`src/rtl/trigger_wheel_gen.sv`:
```
// ---------------------------------------------------------------------------
// trigger_wheel_gen
//
// Crank/cam trigger-wheel generator. Produces a TEETH-minus-MISSING crank
// tooth signal, a cam signal that is high for part of every second
// revolution, and the current tooth index. The slot length can ramp toward
// a target period by a fixed step per slot, so acceleration and
// deceleration profiles come out of the generator itself.
//
// Ports:
//   clk            system clock, single domain
//   rst            synchronous, active-high reset
//   start          pulse: begin at tooth 0, revolution 0 (honoured in IDLE)
//   stop           pulse: halt at the end of the current revolution
//   period_init    length in clk cycles of the first slot (clamped to >= 4)
//   period_target  length the ramp converges to (clamped to >= 4)
//   period_step    unsigned ramp increment per slot, 0 keeps period constant
//   vr             crank tooth signal, low half then high half of a slot
//   cam            cam signal, high in odd revolution for CAM_ON..CAM_OFF-1
//   tooth_idx      current slot index 0..TEETH-1
//   rev            revolution parity within the 720 degree cycle
//   sync           one-cycle pulse on the first cycle of slot 0
//   busy           high while generating (RUN or STOPPING)
// ---------------------------------------------------------------------------
module trigger_wheel_gen #(
    parameter int TEETH    = 60,
    parameter int MISSING  = 2,
    parameter int PERIOD_W = 16,
    parameter int CAM_ON   = 4,
    parameter int CAM_OFF  = 54
) (
    input  logic                     clk,
    input  logic                     rst,
    input  logic                     start,
    input  logic                     stop,
    input  logic [PERIOD_W-1:0]      period_init,
    input  logic [PERIOD_W-1:0]      period_target,
    input  logic [PERIOD_W-1:0]      period_step,
    output logic                     vr,
    output logic                     cam,
    output logic [$clog2(TEETH)-1:0] tooth_idx,
    output logic                     rev,
    output logic                     sync,
    output logic                     busy
);

    localparam int IDX_W = $clog2(TEETH);

    // Tooth bounds are compared one bit wider than tooth_idx so that a bound
    // equal to TEETH still fits when TEETH is a power of two.
    localparam logic [IDX_W-1:0]    LAST_TOOTH = IDX_W'(TEETH - 1);
    localparam logic [IDX_W:0]      FIRST_GAP  = (IDX_W + 1)'(TEETH - MISSING);
    localparam logic [IDX_W:0]      CAM_FIRST  = (IDX_W + 1)'(CAM_ON);
    localparam logic [IDX_W:0]      CAM_LAST   = (IDX_W + 1)'(CAM_OFF);
    localparam logic [PERIOD_W-1:0] MIN_PERIOD = PERIOD_W'(4);

    typedef enum logic [1:0] {
        IDLE     = 2'd0,
        RUN      = 2'd1,
        STOPPING = 2'd2
    } state_t;

    state_t               state;
    state_t               state_next;
    logic [PERIOD_W-1:0]  phase;
    logic [PERIOD_W-1:0]  cur_period;
    logic [PERIOD_W-1:0]  period_next;
    logic [PERIOD_W-1:0]  init_clamped;
    logic [PERIOD_W-1:0]  target_clamped;
    logic [PERIOD_W:0]    ramp_up_sum;
    logic [PERIOD_W:0]    ramp_down_room;
    logic                 slot_end;
    logic                 last_slot_end;
    logic                 active;
    logic [IDX_W:0]       tooth_wide;

    // Slots shorter than four cycles would leave no room for distinct low
    // and high halves, so both the initial and target periods are floored.
    function automatic logic [PERIOD_W-1:0] clamp_period(input logic [PERIOD_W-1:0] x);
        return (x < MIN_PERIOD) ? MIN_PERIOD : x;
    endfunction

    assign init_clamped   = clamp_period(period_init);
    assign target_clamped = clamp_period(period_target);
    assign active         = (state != IDLE);
    assign tooth_wide     = {1'b0, tooth_idx};

    // A slot ends on its last phase count; the final slot of a revolution is
    // the point where wrapping or halting is decided.
    always_comb begin
        slot_end      = 1'b0;
        last_slot_end = 1'b0;
        if (active && (phase == (cur_period - PERIOD_W'(1)))) begin
            slot_end      = 1'b1;
            last_slot_end = (tooth_idx == LAST_TOOTH);
        end
    end

    // Ramp toward the target by one step per slot. The arithmetic is one bit
    // wider than the period so that a large step neither wraps nor jumps past
    // the target; the result is always bounded by the target itself.
    always_comb begin
        period_next    = cur_period;
        ramp_up_sum    = {1'b0, cur_period} + {1'b0, period_step};
        ramp_down_room = {1'b0, cur_period} - {1'b0, target_clamped};
        if (cur_period < target_clamped) begin
            if (ramp_up_sum > {1'b0, target_clamped}) begin
                period_next = target_clamped;
            end else begin
                period_next = ramp_up_sum[PERIOD_W-1:0];
            end
        end else if (cur_period > target_clamped) begin
            if ({1'b0, period_step} > ramp_down_room) begin
                period_next = target_clamped;
            end else begin
                period_next = cur_period - period_step;
            end
        end
    end

    // Next-state logic. A stop that arrives on the very last cycle of a
    // revolution goes straight to IDLE, because that same edge already
    // completes slot TEETH-1 and there is no further slot to finish.
    always_comb begin
        state_next = state;
        case (state)
            IDLE: begin
                if (start) begin
                    state_next = RUN;
                end
            end
            RUN: begin
                if (stop) begin
                    state_next = last_slot_end ? IDLE : STOPPING;
                end
            end
            STOPPING: begin
                if (last_slot_end) begin
                    state_next = IDLE;
                end
            end
            default: begin
                state_next = IDLE;
            end
        endcase
    end

    // State register.
    always_ff @(posedge clk) begin
        if (rst) begin
            state <= IDLE;
        end else begin
            state <= state_next;
        end
    end

    // Wheel position: phase within the slot, tooth index, revolution parity
    // and the current slot length. Period inputs are only looked at on start
    // and at slot ends, so mid-slot changes wait for the next boundary.
    always_ff @(posedge clk) begin
        if (rst) begin
            phase      <= '0;
            cur_period <= '0;
            tooth_idx  <= '0;
            rev        <= 1'b0;
        end else if (state == IDLE) begin
            if (start) begin
                phase      <= '0;
                cur_period <= init_clamped;
                tooth_idx  <= '0;
                rev        <= 1'b0;
            end
        end else if (slot_end) begin
            phase      <= '0;
            cur_period <= period_next;
            if (tooth_idx == LAST_TOOTH) begin
                tooth_idx <= '0;
                rev       <= ~rev;
            end else begin
                tooth_idx <= tooth_idx + IDX_W'(1);
            end
        end else begin
            phase <= phase + PERIOD_W'(1);
        end
    end

    // Outputs are decoded purely from registered state. The tooth signal is
    // low for the first half of a slot and high for the second, and gap
    // slots stay low for their whole length.
    always_comb begin
        vr   = 1'b0;
        cam  = 1'b0;
        sync = 1'b0;
        busy = active;
        if (active) begin
            vr   = (tooth_wide < FIRST_GAP) && (phase >= (cur_period >> 1));
            cam  = rev && (tooth_wide >= CAM_FIRST) && (tooth_wide < CAM_LAST);
            sync = (tooth_idx == '0) && (phase == '0);
        end
    end

endmodule

```
`config.mk`:
```
export PLATFORM = sky130hd
export DESIGN_NAME = trigger_wheel_gen
export DESIGN_NICKNAME = d
export VERILOG_FILES = /design/src/rtl/trigger_wheel_gen.sv
export SDC_FILE = /design/constraint.sdc
export NUM_CORES = 1
export LEC_CHECK = 0
export BUFFER_PORTS_ARGS = -buffer_cell sky130_fd_sc_hd__buf_2
export CORE_UTILIZATION = 50
export CTS_CLUSTER_SIZE = 8
export DETAILED_ROUTE_END_ITERATION = 6
export PLACE_DENSITY_LB_ADDON = 0.25
export SLEW_MARGIN = 0
export SYNTH_ARGS = -nofsm -noshare
export SYNTH_HDL_FRONTEND = slang
export SYNTH_SLANG_ARGS = --single-unit
```
`constraint.sdc`:
```
create_clock -name clk -period 7.2 [get_ports clk]
set_input_delay 1.08 -clock clk [delete_from_list [all_inputs] [get_ports clk]]
set_output_delay 1.08 -clock clk [all_outputs]
set_load 0.02 [all_outputs]
```
==> results of run 1 <==
## through the flow
stage,worst slack (ns),total power [mW],instance area [um^2],hold WS (ns),std cells
after global routing,0.2591,2.259,7052,0.5270,1082
after detailed placement,0.5333,1.778,6875,0.4806,1074
after global placement,0.6135,1.777,6875,0.4772,1074
after floorplan,1.447,1.390,6391,0.4294,863
after CTS,0.8278,2.057,7052,0.4942,1082
final,0.5208,2.088,7052,0.5026,1082
## per-layer routing
| metal | global-route usage [%] | up-vias |
|---|---|---|
| met4 | 7.273 | 0 |
| met5 | 0 | - |
| met1 | 44.24 | 3136 |
| li1 | - | 3310 |
| met2 | 46.83 | 273 |
| met3 | 3.954 | 33 |
## layout make-up
class / count / area [um^2] / share of cell area [%]
multi-input cells: 712 / 5144 / 72.94
flip-flops and latches: 41 / 820.8 / 11.64
inverters: 78 / 292.8 / 4.152
clock buffers: 6 / 138.9 / 1.969
repair buffers: 75 / 407.9 / 5.784
clock inverters: 2 / 37.54 / 0.5323
well taps: 168 / 210.2 / 2.981
## cells in the mapped netlist (all sizes together), types with 5 or more instances
cell type / count / share of area [%]
ha: 97 / 19
a311oi: 16 / 2.2
o21ai: 43 / 3.4
a21oi: 67 / 5.4
nand3: 25 / 2.0
or2: 6 / 0.59
a31oi: 8 / 0.78
nor3: 22 / 2.1
o21a: 9 / 1.1
nand2: 53 / 3.2
a221oi: 9 / 1.2
nor4: 17 / 1.9
xnor2: 30 / 4.1
nor2b: 11 / 1.1
o211ai: 11 / 1.3
a21o: 26 / 3.1
nor2: 74 / 4.4
clkbuf: 28 / 1.6
nor3b: 10 / 1.2
nand2b: 12 / 1.2
inv: 77 / 4.5
o31ai: 8 / 0.94
nand4: 18 / 1.8
and3: 22 / 2.2
a2111oi: 5 / 1.1
nand3b: 9 / 1.1
xor2: 18 / 2.5
a211oi: 12 / 1.4
dfxtp: 41 / 13
or3: 8 / 0.78
## logic make-up after synthesis
kind of cell             after synthesis
buffers and inverters                110
multiplexers                           1
flip-flops                            41
AND/OR/NAND/NOR                      300
AO/OA/AOI/OAI                        261
XOR/XNOR                              48
adder cells (fa/ha/maj)              102
## registers in the layout, indices dropped and copies added (netlist names)
name / count
phase: 16
cur_period: 16
rev: 1
state: 2
tooth_idx: 6
## power groups by stage
stage	logic, mW	clock network, mW	registers (mW)
final	1.49	0.267	0.332
after CTS	1.45	0.271	0.332
after floorplan	1.08	0	0.307
after detailed placement	1.44	0	0.337
after global routing	1.64	0.279	0.339
after global placement	1.44	0	0.337
## cell usage in the layout (no fill, tap or decap), drive strengths merged, types with 5 or more instances in the layout
master   instances
a2111oi          5
a211oi          12
a21o            26
a21oi           67
a221oi           9
a311oi          16
a31oi            8
and3            22
buf             75
clkbuf           6
dfxtp           41
ha              97
inv             77
nand2           53
nand2b          12
nand3           25
nand3b           9
nand4           18
nor2            74
nor2b           11
nor3            22
nor3b           10
nor4            17
o211ai          11
o21a             9
o21ai           43
o31ai            8
or2              6
or3              8
xnor2           30
xor2            18
## worst max path at each step
stage	depth (start not counted)	slack, ns	end
2_1_floorplan	24	1.45	cur_period[15]
3_3_place_gp	21	0.61	cur_period[2]
3_5_place_dp	24	0.53	cur_period[2]
4_1_cts	23	0.83	cur_period[2]
5_1_grt	24	0.26	cur_period[2]
6_report	24	0.52	cur_period[2]
==> summary.txt, run 1 <==
Status
  • Status: completed

Worst setup path
  • Reg2Reg Depth: 19
  • CP delay by family, top: compound AO/OA/AOI/OAI gates
  • RR Endpoint: cur_period[2]
  • Worst endpoint required time: 7.39 ns
  • FF-to-FF setup slack: 1.10 ns
  • Worst Path Arrival: 6.87 ns
  • RR Startpoint: cur_period[2]
  • CP startpoint: period_target[15]
  • Max FO, Critical Path: 7
  • Slowest CP cell: nor4_1
  • CP endpoint kind: flip-flop
  • Critical-path cell list: buf_2 -> nor4_1 -> nand4_1 -> and2_1 -> ha_1 -> fa_1 -> and3b_1 -> a311o_1 -> o311ai_0 -> a21oi_1 -> a21oi_1 -> o21bai_1 -> a21oi_1 -> xor2_1 -> ha_1 -> nand3_1 -> o211ai_1 -> nor3_1 -> o21ai_0 -> and3_1 -> a21o_1 -> o221a_2 -> o2111a_1 -> a2111oi_2
  • WS Path Type: input pin to flip-flop
  • Worst setup SP type: input pin
  • Critical path buffer and inverter count: 1
  • Slowest cell delay on critical path: 0.70 ns
  • CP most frequent cell: a21oi_1

Floorplanning
  • Die area: 13,240 um^2
  • Site Rows: 40
  • Die height: 115.1 um
  • Core area: 12,210 um^2
  • Die width: 115.1 um
  • I/O pins: 63
  • Starting Density: 52.34%

Route
  • Met3 WL post-DR: 1582 um
  • WL/cell: 18.04 um
  • DRT iter0 DRCs: 740
  • DRT met1 WL: 9370 um
  • Routed via count: 6,752
  • Highest routed layer: met4
  • Remaining DRCs: 0
  • Met2 wire len: 8193 um
  • 1st-pass router iterations: 5
  • Number of nets with antenna violations after routing: 0
  • DRT Wirelength: 19,520 um
  • Via density per instance: 6.240

Yosys
  • Main synth FF type: dfxtp_1
  • Mux contribution to synthesized area: 0.1762%
  • XOR/XNOR share of the synthesized area: 6.578%
  • Number of distinct library cells after synthesis: 80
  • Syn Area/Cell: 7.406 um^2
  • Synthesis Warnings: 0
  • Post-Syn Instances: 863
  • Post-Syn Area: 6391 um^2
  • Number of flops mapped to enable cells by yosys: 0
  • Fraction of the mapped netlist area in adder cells: 20.26%
  • Synth Area in Compound Gates: 28.43%
  • Largest family of logic cells by synthesized area: compound AO/OA/AOI/OAI gates
  • Simple-Gate Fraction of Synth Area: 25.00%
  • Sequential fraction of the synthesis area: 12.84%
  • Yosys reg bits: 41
  • Post-synthesis async set-or-reset flop share: 0%
  • Post-Syn Nets: 1,015

STA
  • Highest Clock Rate: 0.1497 GHz
  • Min Tclk post-route: 6.679 ns
  • Hold Fails Final Rpt: 0
  • Rel. slew slack: 31.52%
  • Final Skew: 0.006949 ns
  • Period utilization: 92.77%
  • RSZ-0062 raised after global routing: no
  • Setup_tns: 0 ns
  • Final setup violation count: 0
  • Slew at the pin closest to its max-slew limit: 1.018 ns
  • Fin. max-slew vios: 0

Cells and area
  • Layout cell share with drive strength beyond 1: 11.93%
  • Final #Nets: 1,065
  • Final Util: 57.75%
  • FILL cells: 1,243
  • N_diodes: 0
  • Area Growth Syn to Fin: 10.34%

Hold path
  • HP Class: flip-flop to flip-flop
  • Worst hold start: state[1]
  • Hold Path End: state[0]
  • Worst Hold Depth: 1

Global route
  • GRT overflow: 0
  • Initial antenna violation count: 0
  • Global-route wire length before repair: 31,510 um
  • Vias in the first global route: 6,132
  • GRT Total Usage: 30.28%
  • Largest net degree at the start of global routing: 43

Power and ir drop
  • Internal: 1.039 mW
  • Switching Fraction: 50.23%
  • Worst VDD drop: 0.0001408 V
  • LEAKAGE: 3.235 nW
  • Power per standard cell area: 296.1 nW/um^2
  • Logic gate share of total power: 71.3%
  • Clock share of power: 12.8%
  • P_sw: 1.049 mW
  • Sequential share of power: 15.9%

Clock tree
  • # Post-CTS Setup Buffers: 0
  • CTS hold repair buffers: 0
  • CTS max path bufs: 2
  • CTS Buf Count: 5
  • H-tree lvl count: 2
  • Post-CTS sizing: 0
  • Root Driver: clkbuf_16
  • Worst-Skew Late Latency: 0.29 ns
  • CTS tree: yes
  • Clock Sinks: 41
  • Worst-path clk slew: 0.06 ns

Placed design
  • Final GP Congestion: 0.9492
  • # port buffers: 62
  • Post-DP HPWL: 15,390 um

Flow run
  • Max-Cap Viols: 0
No activity file was read; power rests on OpenSTA's default activity.
==> inputs of run 2 (changes only) <==
--- a/config.mk
+++ b/config.mk
@@ -9,6 +9,7 @@
 export CORE_UTILIZATION = 50
 export CTS_CLUSTER_SIZE = 8
 export DETAILED_ROUTE_END_ITERATION = 6
+export MAX_ROUTING_LAYER = met4
 export PLACE_DENSITY_LB_ADDON = 0.25
 export SLEW_MARGIN = 0
 export SYNTH_ARGS = -nofsm -noshare
==> run 2 against run 1 <==
  * Worst setup slack better by 0.26 ns
  * Utilization hardly changed
  * Highest routed layer unchanged
  * Register-to-register slack worse by 0.15 ns
  * Critical path type unchanged
  * Sequential power hardly changed
  * Final cell count hardly changed
  * Largest power group unchanged
  * Sequential share of layout area hardly changed
  * Design area hardly changed
==> summary.txt, run 2 (synthesis gave the netlist of run 1 again) <==
Clock tree
  • Worst-path clk slew: 0.06 ns (about the same)
  • CTS max path bufs: 2 (unchanged)
  • Worst-Skew Late Latency: 0.30 ns (was 0.29 ns)
  • CTS Buf Count: 5 (unchanged)
  • # Post-CTS Setup Buffers: 0 (unchanged)
  • CTS hold repair buffers: 0 (unchanged)
  • H-tree lvl count: 2 (unchanged)
  • Root Driver: clkbuf_16 (unchanged)
  • CTS tree: yes (unchanged)
  • Post-CTS sizing: 0 (unchanged)
  • Clock Sinks: 41 (unchanged)

Worst setup path
  • CP delay by family, top: compound AO/OA/AOI/OAI gates (unchanged)
  • Critical-path cell list: buf_2 -> nor4_1 -> nand4_1 -> nand2_1 -> ha_1 -> a21o_1 -> maj3_2 -> a21oi_2 -> o21a_1 -> nor2_1 -> o21a_1 -> o21a_1 -> o311a_1 -> ha_1 -> a21oi_1 -> o211ai_1 -> nor3_1 -> o21ai_0 -> and3_1 -> a21o_1 -> o221a_2 -> o2111a_1 -> a2111oi_2 (was buf_2 -> nor4_1 -> nand4_1 -> and2_1 -> ha_1 -> fa_1 -> and3b_1 -> a311o_1 -> o311ai_0 -> a21oi_1 -> a21oi_1 -> o21bai_1 -> a21oi_1 -> xor2_1 -> ha_1 -> nand3_1 -> o211ai_1 -> nor3_1 -> o21ai_0 -> and3_1 -> a21o_1 -> o221a_2 -> o2111a_1 -> a2111oi_2)
  • Worst setup SP type: input pin (unchanged)
  • Worst Path Arrival: 6.62 ns (was 6.87 ns)
  • WS Path Type: input pin to flip-flop (unchanged)
  • Worst endpoint required time: 7.40 ns (was 7.39 ns)
  • Slowest CP cell: nor4_1 (unchanged)
  • CP endpoint kind: flip-flop (unchanged)
  • CP most frequent cell: o21a_1 (was a21oi_1)
  • Max FO, Critical Path: 7 (unchanged)
  • Critical path buffer and inverter count: 1 (unchanged)
  • Slowest cell delay on critical path: 0.60 ns (was 0.70 ns)

Power and ir drop
  • Logic gate share of total power: 71.2% (was 71.3%)
  • Switching Fraction: 50.41% (was 50.23%)
  • Pwr Total: 2.076 mW (was 2.088 mW)
  • Internal: 1.030 mW (was 1.039 mW)
  • Sequential share of power: 16.1% (was 15.9%)
  • Clock share of power: 12.7% (was 12.8%)
  • P_sw: 1.047 mW (was 1.049 mW)
  • LEAKAGE: 3.236 nW (was 3.235 nW)
  • Power per standard cell area: 294.3 nW/um^2 (was 296.1 nW/um^2)
  • Worst VDD drop: 0.0001495 V (was 0.0001408 V)

Placed design
  • Post-DP HPWL: 15,430 um (was 15,390 um)
  • Place WS: 0.5948 ns (was 0.5333 ns)
  • # port buffers: 62 (unchanged)
  • Final GP Congestion: 0.9588 (was 0.9492)

STA
  • Hold Fails Final Rpt: 0 (unchanged)
  • Final setup violation count: 0 (unchanged)
  • Worst setup margin: 0.7760 ns (was 0.5208 ns)
  • Fin. max-slew vios: 0 (unchanged)
  • Setup_tns: 0 ns (unchanged)
  • Slew at the pin closest to its max-slew limit: 1.054 ns (was 1.018 ns)
  • Highest Clock Rate: 0.1557 GHz (was 0.1497 GHz)
  • Min Tclk post-route: 6.424 ns (was 6.679 ns)
  • RSZ-0062 raised after global routing: no (unchanged)
  • Final Skew: 0.004583 ns (was 0.006949 ns)
  • Period utilization: 89.22% (was 92.77%)
  • Rel. slew slack: 29.10% (was 31.52%)

Cells and area
  • Most frequent cells in the layout: 97 x ha_1, 77 x inv_1, 72 x nor2_1 (unchanged)
  • Biggest regs: cur_period: 16 flops, phase: 16 flops, tooth_idx: 6 flops (unchanged)
  • Final Util: 57.77% (was 57.75%)
  • Layout cell share with drive strength beyond 1: 12.02% (was 11.93%)
  • Area Growth Syn to Fin: 10.38% (was 10.34%)
  • Most common cell after layout, fill and taps aside: ha_1 (unchanged)
  • N_diodes: 0 (unchanged)
  • Final #Nets: 1,066 (was 1,065)

Route
  • WL/cell: 17.98 um (was 18.04 um)
  • Via density per instance: 6.172 (was 6.240)
  • Number of nets with antenna violations after routing: 0 (unchanged)
  • Remaining DRCs: 0 (unchanged)
  • DRT Wirelength: 19,470 um (was 19,520 um)
  • DRT iter0 DRCs: 642 (was 740)
  • 1st-pass router iterations: 5 (unchanged)
  • Routed via count: 6,684 (was 6,752)

Global route
  • Vias in the first global route: 6,094 (was 6,132)
  • GRT Total Usage: 31.57% (was 30.28%)
  • Global-route wire length before repair: 31,730 um (was 31,510 um)
  • GRT overflow: 0 (unchanged)
  • Initial antenna violation count: 0 (unchanged)
  • Largest net degree at the start of global routing: 43 (unchanged)

Hold path
  • HP Class: flip-flop to flip-flop (unchanged)

Flow run
  • Max-Cap Viols: 0 (unchanged)

Floorplanning
  • Die height: 115.1 um (unchanged)
  • Core area: 12,210 um^2 (unchanged)
  • Die width: 115.1 um (unchanged)
  • Site Rows: 40 (unchanged)
  • Die area: 13,240 um^2 (unchanged)
  • Starting Density: 52.34% (unchanged)
  • I/O pins: 63 (unchanged)

Status
  • Status: completed (unchanged)
[run 2: changes by cell type in the layout (fill, tap and decap cells not counted), sizes merged]
cell,change
clkbuf,-1
clkinv,+1
buf,+1
[run 2: routing by layer]
layer,wire length [um],part of all wire (%),up-vias,global-route usage (%)
met5,0,0,-,-
met4,418,2.1,0,7.273
met3,1675,8.6,29,4.428
met2,8150,42,273,46.99
met1,9226,47,3069,44.78
li1,-,-,3313,-
[run 2: worst reg2reg max path, stage by stage, from the launching register on]
cell and delay, ns:
dfxtp_1 0.74, ha_1 0.44, nand2b_1 0.21, a221oi_1 0.55, o211a_1 0.33, o31ai_1 0.14
o31ai_1 0.61, a221oi_1 0.20, xnor2_1 0.22, ha_1 0.33, nand3_1 0.16, nor4_1 0.38
nand2_1 0.10, o221ai_1 0.18, o211ai_1 0.15, buf_4 0.20, nor2_2 0.41, a221oi_1 0.17
o2111a_1 0.29, a2111oi_2 0.32
[run 2: final timing paths]
check	cells after the start	startpoint	slack [ns]	to
worst max register to register	19	cur_period[2]	0.95	cur_period[2]
worst max-delay path	23	period_target[15]	0.78	cur_period[2]
worst min register to register	1	state[1]	0.49	state[0]
worst min-delay path	1	state[1]	0.49	state[0]
[run 2: layout make-up]
class / instances / area [um^2]
Fill cell: 1241 / 5157
Sequential cell: 41 / 820.8
Clock inverter: 3 / 46.29
Tap cell: 168 / 210.2
Inverter: 78 / 292.8
Multi-Input combinational cell: 712 / 5144
Clock buffer: 5 / 125.1
Timing Repair Buffer: 76 / 415.4
[run 2: through the flow]
| stage | std cells | area (um^2) | hold WS (ns) |
|---|---|---|---|
| after detailed placement | 1075 | 6883 | 0.4932 |
| final | 1083 | 7054 | 0.4947 |
| after CTS | 1083 | 7054 | 0.5021 |
| after floorplan | 863 | 6391 | 0.4294 |
| after global placement | 1075 | 6883 | 0.4845 |
| after global routing | 1083 | 7054 | 0.5491 |
[run 2: power groups by stage]
stage          Clock, mW  Combinational, mW  Sequential, mW
6_report           0.264               1.48           0.333
5_1_grt            0.275               1.63           0.338
4_1_cts            0.266               1.45           0.333
3_5_place_dp           0               1.44           0.338
3_3_place_gp           0               1.44           0.337
2_1_floorplan          0               1.08           0.307
